==> config.mk <==
export PLATFORM = sky130hd
export DESIGN_NAME = sysid_wait_timer
export DESIGN_NICKNAME = d
export VERILOG_FILES = /design/src/rtl/sysid_wait_timer.sv
export SDC_FILE = /design/constraint.sdc
export NUM_CORES = 1
export LEC_CHECK = 0
export BUFFER_PORTS_ARGS = -buffer_cell sky130_fd_sc_hd__buf_4
export CAP_MARGIN = 0
export CORE_AREA = 2 2 39 41
export DETAILED_ROUTE_END_ITERATION = 8
export DIE_AREA = 0 0 41 43
export PLACE_DENSITY = 0.53
export SETUP_SLACK_MARGIN = 0.5
export SLEW_MARGIN = 25
export SYNTH_ARGS = -nofsm -noshare
export SYNTH_HDL_FRONTEND = slang
export SYNTH_SLANG_ARGS = --single-unit
==> constraint.sdc <==
create_clock -name clk -period 1.3 [get_ports clk]
set_input_delay 0.195 -clock clk [delete_from_list [all_inputs] [get_ports clk]]
set_output_delay 0.195 -clock clk [all_outputs]
set_load 0.02 [all_outputs]
==> src/rtl/sysid_wait_timer.sv <==
// Counts stalled read cycles; limit_hit flags the stall cycle that would bring the count to LIMIT.
// Zero latency on limit_hit; clear wins over enable.
module sysid_wait_timer #(
  parameter int LIMIT = 255
) (
  input  logic clk,
  input  logic rst,
  input  logic clear,
  input  logic enable,
  output logic limit_hit
);

  localparam int           W    = $clog2(LIMIT + 1);
  localparam logic [W-1:0] LAST = W'(LIMIT - 1);

  logic [W-1:0] count;

  assign limit_hit = enable && (count == LAST);

  always_ff @(posedge clk or posedge rst) begin
    if (rst) begin
      count <= '0;
    end else if (clear) begin
      count <= '0;
    end else if (enable) begin
      count <= count + 1'b1;
    end
  end

endmodule

Yosys cells after proc, flatten, opt, wreduce, memory -nomap -nowiden. Cells that the tools add are included.

Add/sub/neg operators: 1. Equality and inequality tests: 1. Mux-type cells: 2. Reductions and logical operators: 2.

Operators with widths (count): 8-bit two-way mux (2); 8-bit by 1-bit adder with 8-bit output, second input constant (1); 8-bit == test, second input constant (1); 2-bit nonzero test (1); 1-bit logical AND (1).

Bits in registers: 8. Input port bits: 4. Output and inout bits: 1. Word-level logic and storage cells: 7.

Longest topological paths before layout. Gate-level depths: netlist (run 1).

Depth in word-level cells: 3. Mapped depth: 4. Gate-level depth less buffers: 4.

Worst setup path after synthesis (run 1). No wires, ideal clock.

Kind: register -> output. Start: reg count[0]. End: out limit_hit. Arrival time: 0.986 ns. Required time: 1.105 ns. Setup slack: 0.119 ns. Cell stages (with the launch flop): 5. Buffers on the path: 0. Path through: dfrtp_1 -> inv_1 -> ha_1 -> nand4_1 -> nor2_1.

Longest elaborated chain between the ends: 2.

Ends and longest elaborated chain: from (decl) (RTL line 16) `logic [W-1:0] count;`; from (signal assigned) (RTL line 26) `count <= count + 1'b1;`; 8-bit == test (RTL line 18) `assign limit_hit = enable && (count == LAST);`; 1-bit logical AND (RTL line 18); to (decl) (RTL line 10) `output logic limit_hit`.

Every way passes these cells.

Worst setup path after layout (run 1). Ends and elaborated chain as after synthesis.

==> results_dict.tcl, run 1 <==
set metrics [dict create \
    max_freq_mhz 746 \
    finalSetupViolCount 1 \
    clockBufferDepth 2 \
    path_max_fanout 2 \
    dp_slack_ns 0.0517 \
    gr-total-overflow 0 \
    cts_root_buffer "clkbuf_4" \
    synth_top_area_cell "dfrtp_1" \
    wl_per_cell_um 12.6 \
    post-route-period-util 1.03 \
    vias 326 \
    slew_headroom 0.786 \
    die_w_um 41 \
    leakage_uw 0.000238 \
    drive_gt1_frac 0.412 \
    cellPowerDensity_nw_per_um2 958 \
    cap_violations 0 \
    p_clk_frac 0.366 \
    p_sw_uw 142 \
    yosys_warnings 0 \
    finClkSkew_ns 0.000464 \
    drtAntennaViolNets 0 \
    cts-htree-levels 1 \
    largest_reg_flops 8 \
    antennaDiodeCount 0 \
    grt_pass1_vias 353 \
    outcome "complete, but fails checks" \
    syn-mean-instance-area_sq_um 9.98 \
    final.min_clock_period_ns 1.34 \
    grt_max_degree 9 \
    criticalPathCategory "reg2out" \
    synth_nets 48 \
    required_ns 1.11 \
    routed_wl_um 842 \
    coreArea_sq_um 1380 \
    syn_to_final_growth_pct 36.1 \
    dr.pass1.iters 2 \
    globalplace.congestion 0.654 \
    max_flop_register "count" \
    portBuffers 4 \
    start_kind "flip-flop" \
    violations "negative setup slack" \
    final_nets 59 \
    whs_ns 0.167 \
    cts_buffers 3 \
    synth_area_sq_um 419 \
    arrival_ns 1.14 \
    yosysUniqueCellTypes 15 \
    clkSinkCount 8 \
    drv_slew 0 \
    viasPerCell 4.87 \
    first_iter_violations 1 \
    ir_worst_vdd_mv 0.364 \
    start_util 0.303 \
    ios 5 \
    synth_area_leaders "dfrtp_1, xor2_1, ha_1" \
    fin_setup_tns_ns -0.0399 \
    num-fill-cells 128 \
    rows 14 \
    setup_ws_ns -0.0399 \
    rr_worst_depth 5 \
    hold_viol_final 0 \
    dieArea_sq_um 1760 \
    grt_first_pass_wirelength_mm 1.41 \
    synth_top_area_share 0.478 \
    grt_usage 0.124 \
    cts_tree "done" \
    p_sw_frac 0.260 \
    rsz0062_at_grt "yes" \
    clk-insertion-delay-late_ns 0.26 \
    crit_path_end_kind "primary output" \
    clkTransAtPathRegs_ns 0.06 \
    p_comb_frac 0.150 \
    chipHeight_um 43 \
    ys_seq_elements 8 \
    syn-instance-count 42 \
    final_util 0.412 \
    drc 0 \
    reg_top3 "count x8" \
    pwr-share-seq 0.484 \
    worstHoldPathCells 2 \
    internal-power_uw 405 \
    worstHoldPathType "in2reg" \
    tightest_slew_ns 0.320 \
    grt_antenna_before_repair 0 \
    ys_seq_area_frac 0.478 \
]
==> synthesized netlist by cell type <==
cell,count
dfrtp_1,8
nor2_1,6
nand4_1,4
a21oi_1,3
nand2_1,3
o21ai_0,3
or3_1,3
xor2_1,3
ha_1,2
inv_1,2
a211oi_1,1
buf_6,1
clkbuf_1,1
nand4_4,1
xnor2_1,1
==> path summary, 6_finish.rpt <==
| kind | to | slack [ns] | startpoint |
|---|---|---|---|
| worst max-delay path | limit_hit | -0.04 | count[0] |
| worst min-delay path | count[5] | 0.17 | clear |
| worst max register to register | count[6] | 0.01 | count[0] |
| worst min register to register | count[7] | 0.56 | count[7] |
| max in group asynchronous | count[1] | 0.58 | rst |
| min in group asynchronous | count[6] | 0.46 | rst |
==> timing repair <==
action                                  CTS  global route
pin swaps                                 8             2
endpoints found under the setup margin    9             9
hold endpoints to repair                  8             0
buffers inserted                          3             0
gates resized for setup                  12             1
hold buffers                              1             0
==> power by group through the flow <==
stage               registers [uW]  logic (uW)  clock network (uW)
CTS                            264        81.2                 211
detailed placement             272        38.8                   0
floorplan                      269        29.8                   0
global route                   265        91.5                 225
finish                         265        81.9                 200
global placement               272        39.1                   0
==> placed cells by master, fill, tap and decap left out <==
cell / count
nor2_2: 1
inv_2: 1
buf_4: 4
xor2_1: 3
a21oi_2: 2
clkbuf_4: 3
a21oi_1: 1
xnor2_2: 1
dfrtp_2: 2
ha_4: 2
or3_1: 3
a211oi_2: 1
nand2_1: 3
buf_6: 3
nand4_4: 1
inv_1: 1
dfrtp_1: 6
dlygate4sd3_1: 1
nand4_1: 4
o21ai_0: 3
nor2_1: 5
==> stage by stage <==
| step | std cells | power, uW | cell area (sq um) |
|---|---|---|---|
| finish | 67 | 547 | 571 |
| global route | 67 | 582 | 571 |
| CTS | 67 | 556 | 567 |
| detailed placement | 60 | 310 | 459 |
| global placement | 60 | 311 | 459 |
| floorplan | 42 | 299 | 424 |
==> cell type report <==
| cell class | instances | area [sq um] | share of cell area |
|---|---|---|---|
| Inverter | 2 | 7.51 | 0.0132 |
| Clock buffer | 3 | 22.5 | 0.0395 |
| Tap cell | 16 | 20.0 | 0.0351 |
| Timing Repair Buffer | 8 | 73.8 | 0.129 |
| Multi-Input combinational cell | 30 | 244 | 0.428 |
| Sequential cell | 8 | 203 | 0.355 |
==> worst max-delay path, cell delays in order (launching register included) <==
cell     delay (ns)
dfrtp_2        0.41
inv_2          0.06
ha_4           0.11
nand4_1        0.08
nor2_2         0.10
buf_6          0.12
==> metal layers <==
layer,global-route usage,up-vias,wire [um]
li1,-,165,-
met1,0.141,153,397
met3,0.0314,2,29
met5,0,-,0
met2,0.184,6,402
met4,0.100,0,14
==> kinds of logic after synthesis <==
kind of cell,synth area share
adders and majority gates,0.0597
buffers and inverters,0.0537
and+or+nand+nor,0.236
AOI/OAI and AO/OA,0.0895
xor gates and xnor gates,0.0836
DFF,0.478
Power figures use the tool's default switching activity.
==> inputs of run 2 (changes only) <==
SKIP_LAST_GASP = 1   (was unset)
clock period = 1.5 ns   (was 1.3 ns; I/O delays follow)
==> run 2 against run 1 <==
  * The flow now finishes without violations
  * Clock power shrank 17%
  * Global-route usage increased by 0.93 points
  * Sequential share of layout area decreased by 2.5 points
  * Flip-flop and latch count stayed put
  * Power decreased by 14%
  * Final area grew 6.8%
  * Utilization up 2.8 points
  * Die area stayed put
  * Clock-buffer cell count unchanged
  * Critical path depth stayed put
  * Routed wire length up 12%
==> results_dict.tcl, run 2 (synthesis results as in run 1) <==
set metrics [dict create \
    outcome "complete, no violations" \
    required_ns 1.27 \
    cp_slowest_stage_delay_ns 0.38 \
    start_kind "flip-flop" \
    grt_usage 0.134 \
    antennaDiodeCount 0 \
    chipHeight_um 43 \
    ios 5 \
    clk-insertion-delay-late_ns 0.26 \
    cts_root_buffer "clkbuf_4" \
    reg_top3 "count x8" \
    die_w_um 41 \
    globalplace.congestion 0.707 \
    cellPowerDensity_nw_per_um2 768 \
    num-fill-cells 139 \
    first_iter_violations 3 \
    clkTransAtPathRegs_ns 0.06 \
    path_max_fanout 2 \
    cts-htree-levels 1 \
    start_util 0.303 \
    leakage_uw 0.000257 \
    power_uw 468 \
    ir_worst_vdd_mv 0.438 \
    coreArea_sq_um 1380 \
    cp_slowest_cell "dfrtp_1" \
    gr-total-overflow 0 \
    drive_gt1_frac 0.491 \
    clkSinkCount 8 \
    criticalPathCategory "reg2out" \
    finClkSkew_ns 0.00723 \
    dp_hpwl_um 515 \
    syn_to_final_growth_pct 45.4 \
    portBuffers 4 \
    max_freq_mhz 697 \
    clockBufferDepth 2 \
    fin_setup_tns_ns 0 \
    grt_first_pass_wirelength_mm 1.50 \
    drv_slew 0 \
    largest_reg_flops 8 \
    rows 14 \
    wl_per_cell_um 13.3 \
    grt_pass1_vias 327 \
    dr.pass1.iters 4 \
    dp.cells 60 \
    cts_tree "done" \
    dieArea_sq_um 1760 \
    final_nets 63 \
    worstHoldPathType "in2reg" \
    routed_wl_um 942 \
    vias 353 \
    setup_ws_ns 0.0651 \
    max_flop_register "count" \
    final_util 0.440 \
    grt_antenna_before_repair 0 \
    final_common_cell "buf_4" \
    finalSetupViolCount 0 \
    cts_buffers 3 \
    slew_headroom 0.791 \
    path_cells "inv_1 > ha_4 > nand4_1 > nor2_4 > buf_6" \
    fin_cells 71 \
    arrival_ns 1.21 \
    hold_viol_final 0 \
    rsz0062_at_grt "yes" \
    dp_slack_ns 0.254 \
    crit_path_end_kind "primary output" \
    final_cell_mix "buf_4, dfrtp_1, nand4_1, nor2_1" \
    grt_max_degree 9 \
    drc 0 \
    tightest_slew_ns 0.314 \
    cap_violations 0 \
    post-route-period-util 0.957 \
    viasPerCell 4.97 \
    drtAntennaViolNets 0 \
    final.min_clock_period_ns 1.43 \
]
-- run 2: per-stage QoR --
step | area, sq um | hold WS (ns)
floorplan | 429 | 0.0407
global placement | 464 | 0.210
detailed placement | 464 | 0.193
CTS | 542 | 0.184
global route | 609 | 0.205
finish | 609 | 0.191
-- run 2: repair_timing --
item                                    CTS  global route
hold endpoints to repair                  8             0
setup buffers                             4             3
hold buffers                              1             0
pin swaps                                 1            10
endpoints found under the setup margin    7             8
gates resized for setup                   3            10
-- run 2: final timing paths --
path	slack (ns)	endpoint	startpoint	cells past startpoint
min	0.19	count[5]	clear	2
max in group asynchronous	0.76	count[1]	rst	3
min in group asynchronous	0.47	count[5]	rst	3
min reg2reg	0.57	count[7]	count[7]	2
max reg2reg	0.14	count[6]	count[1]	6
max	0.07	limit_hit	count[0]	5
-- run 2: report_power, final --
part	total (uW)	switching [uW]	internal, uW
Combinational	73.8	38.6	35.2
Sequential	227	4.92	222
Clock	167	75.4	91.7
Total	468	119	349
-- run 2: metal layers --
layer | part of all wire | GRT usage | routed length, um | up-vias
met3 | 0.015 | 0.0314 | 14 | 4
met1 | 0.41 | 0.179 | 384 | 175
met5 | 0 | 0 | 0 | -
met2 | 0.54 | 0.178 | 513 | 4
met4 | 0.032 | 0.100 | 30 | 0
li1 | - | - | - | 170
-- run 2: critical path, delay by kind of cell (launching register included) --
family | cells | cell delay, ns
buf+inv | 2 | 0.22
simple gates | 2 | 0.23
fa+ha+maj | 1 | 0.13
flops | 1 | 0.38
-- run 2: final cells by class --
cell class                      count  area, sq um  area share
Clock buffer                        3         22.5      0.0370
Inverter                            2         7.51      0.0123
Multi-Input combinational cell     30          258       0.423
Sequential cell                     8          201       0.331
Tap cell                           16         20.0      0.0329
Timing Repair Buffer               12          100       0.164
==> inputs of run 3 (changes only) <==
ABC_AREA = 1   (was unset)
PLACE_DENSITY = 0.58   (was 0.53)
==> run 3 against run 2 <==
  * Synthesized area grew 13%
  * Via count rose by 13%
  * Power fell by 4.1%
  * Register-to-register slack improved by 0.17 ns
==> results_dict.tcl, run 3 <==
set metrics [dict create \
    dp_slack_ns 0.281 \
    required_ns 1.27 \
    synthSimpleGateAreaFrac 0.392 \
    reg_top3 "count x8" \
    vias 398 \
    p_sw_frac 0.252 \
    worstHoldPathType "in2reg" \
    cp_slowest_cell "dfrtp_1" \
    clockBufferDepth 2 \
    hold_viol_final 0 \
    finClkSkew_ns 0.00197 \
    leakage_uw 0.000300 \
    synth_adder_area_share 0.0526 \
    cp_slowest_stage_delay_ns 0.38 \
    tightest_slew_ns 0.304 \
    yosysUniqueCellTypes 14 \
    placed_area_sq_um 541 \
    arrival_ns 1.18 \
    start_util 0.344 \
    final.min_clock_period_ns 1.41 \
    max_freq_mhz 710 \
    final_cell_area_sq_um 639 \
    grt_first_pass_wirelength_mm 1.59 \
    max_flop_register "count" \
    grt_usage 0.133 \
    p_clk_frac 0.371 \
    antennaDiodeCount 0 \
    ys_seq_elements 8 \
    post_synth_xor_area_fraction 0 \
    dieArea_sq_um 1760 \
    viasPerCell 4.52 \
    cts_buffers 3 \
    outcome "complete, no violations" \
    dr.pass1.iters 3 \
    synth-edff-count 0 \
    cts_root_buffer "clkbuf_4" \
    cap_violations 0 \
    final_nets 80 \
    rsz0062_at_grt "yes" \
    synth_common_cells "nand2_1, inv_1, dfrtp_1" \
    synth-async-reset-ratio 1.00 \
    cts-htree-levels 1 \
    setup_ws_ns 0.0913 \
    cp_top_family "flip-flops" \
    slew_headroom 0.797 \
    crit_buf_inv 2 \
    ios 5 \
    grt_antenna_before_repair 0 \
    synth_top_area_cell "dfrtp_1" \
    portBuffers 4 \
    syn-instance-count 60 \
    final_cell_mix "nand2_1, inv_1, dfrtp_1, buf_4" \
    fin_cells 88 \
    globalplace.congestion 0.694 \
    routed_wl_um 972 \
    start_kind "flip-flop" \
    drive_gt1_frac 0.389 \
    chipHeight_um 43 \
    dp_hpwl_um 636 \
    grt_max_degree 9 \
    clkSinkCount 8 \
    clk-insertion-delay-late_ns 0.26 \
    rows 14 \
    ys_seq_area_frac 0.421 \
    drtAntennaViolNets 0 \
    gr-total-overflow 0 \
    drv_slew 0 \
    dp.cells 80 \
    synth_nets 66 \
    synth-compound-area-share 0.0632 \
    criticalPathCategory "reg2out" \
    die_w_um 41 \
    path_cells "inv_1 > ha_1 > nand2_2 > nor4_4 > buf_4" \
    syn_to_final_growth_pct 34.5 \
    cellPowerDensity_nw_per_um2 702 \
    pwr-share-seq 0.499 \
    synth_top_family_by_area "simple AND/OR/NAND/NOR gates" \
    crit_path_end_kind "primary output" \
    p_comb_frac 0.130 \
    synth_area_leaders "dfrtp_1, nand2_1, nor2_4" \
    path_max_fanout 2 \
    finalSetupViolCount 0 \
    grt_pass1_vias 378 \
    power_uw 449 \
    internal-power_uw 336 \
    drc 0 \
    synthMuxAreaShare 0 \
    largest_reg_flops 8 \
    synth_area_sq_um 475 \
    syn-mean-instance-area_sq_um 7.92 \
    final_util 0.462 \
    synth_flop_cell "dfrtp_1" \
    ir_worst_vdd_mv 0.361 \
    final_common_cell "nand2_1" \
    clkTransAtPathRegs_ns 0.05 \
    synth_top_area_share 0.421 \
    synth_most_common_cell "nand2_1" \
    p_sw_uw 113 \
    num-fill-cells 135 \
    wl_per_cell_um 11.0 \
    post-route-period-util 0.939 \
    cts_tree "done" \
    first_iter_violations 1 \
    yosys_warnings 0 \
    coreArea_sq_um 1380 \
]
==> run 3: worst register-to-register path: cells and delay by family, from the launching register on <==
| family | cells | cell delay (ns) |
|---|---|---|
| simple gates | 4 | 0.37 |
| flops | 1 | 0.35 |
| buf+inv | 3 | 0.22 |
| fa+ha+maj | 1 | 0.19 |
==> run 3: repair_timing <==
action	CTS	global route
endpoints found under the setup margin	8	8
hold buffers	1	0
buffers inserted	4	0
gates cloned	0	0
gates resized for setup	6	6
hold endpoints to repair	8	0
pin swaps	3	2
==> run 3: path summary, 6_finish.rpt <==
path | start | depth (start not counted) | endpoint | slack, ns
worst max register to register | count[0] | 8 | count[4] | 0.31
worst min register to register | count[5] | 2 | count[5] | 0.53
max in group asynchronous | rst | 3 | count[2] | 0.78
min in group asynchronous | rst | 3 | count[3] | 0.47
worst min-delay path | clear | 4 | count[1] | 0.28
worst max-delay path | count[0] | 5 | limit_hit | 0.09
==> run 3: final cells by class <==
cell class | instances | area [sq um] | area share
Sequential cell | 8 | 201 | 0.315
Timing Repair Buffer | 9 | 73.8 | 0.115
Clock buffer | 3 | 22.5 | 0.0352
Inverter | 9 | 33.8 | 0.0528
Multi-Input combinational cell | 43 | 288 | 0.450
Tap cell | 16 | 20.0 | 0.0313
==> run 3: through the flow <==
| stage | hold slack [ns] | setup TNS, ns |
|---|---|---|
| after CTS | 0.295 | 0 |
| final | 0.279 | 0 |
| after detailed placement | 0.199 | 0 |
| after global routing | 0.306 | -0.0124 |
| after floorplan | 0.0407 | 0 |
| after global placement | 0.204 | 0 |
==> run 3: cells by family (layout without fill, tap and decap cells) <==
kind of cell             count (synthesis)  after routing
AO/OA/AOI/OAI                            6              6
AND/OR/NAND/NOR                         35             35
buffers and inverters                    9             21
adder cells (fa/ha/maj)                  2              2
flip-flops                               8              8
==> run 3: power by group through the flow <==
stage	Sequential, uW	Clock, uW	Combinational (uW)
final	224	167	58.3
after global placement	231	0	38.5
after floorplan	230	0	23.7
after global routing	224	187	64.7
after detailed placement	232	0	38.9
after CTS	224	172	54.4
==> run 3: per-layer routing <==
metal	track usage	part of all wire
met1	0.189	0.47
met2	0.184	0.48
met3	0.0157	0.025
met4	0.0800	0.027
met5	0	0
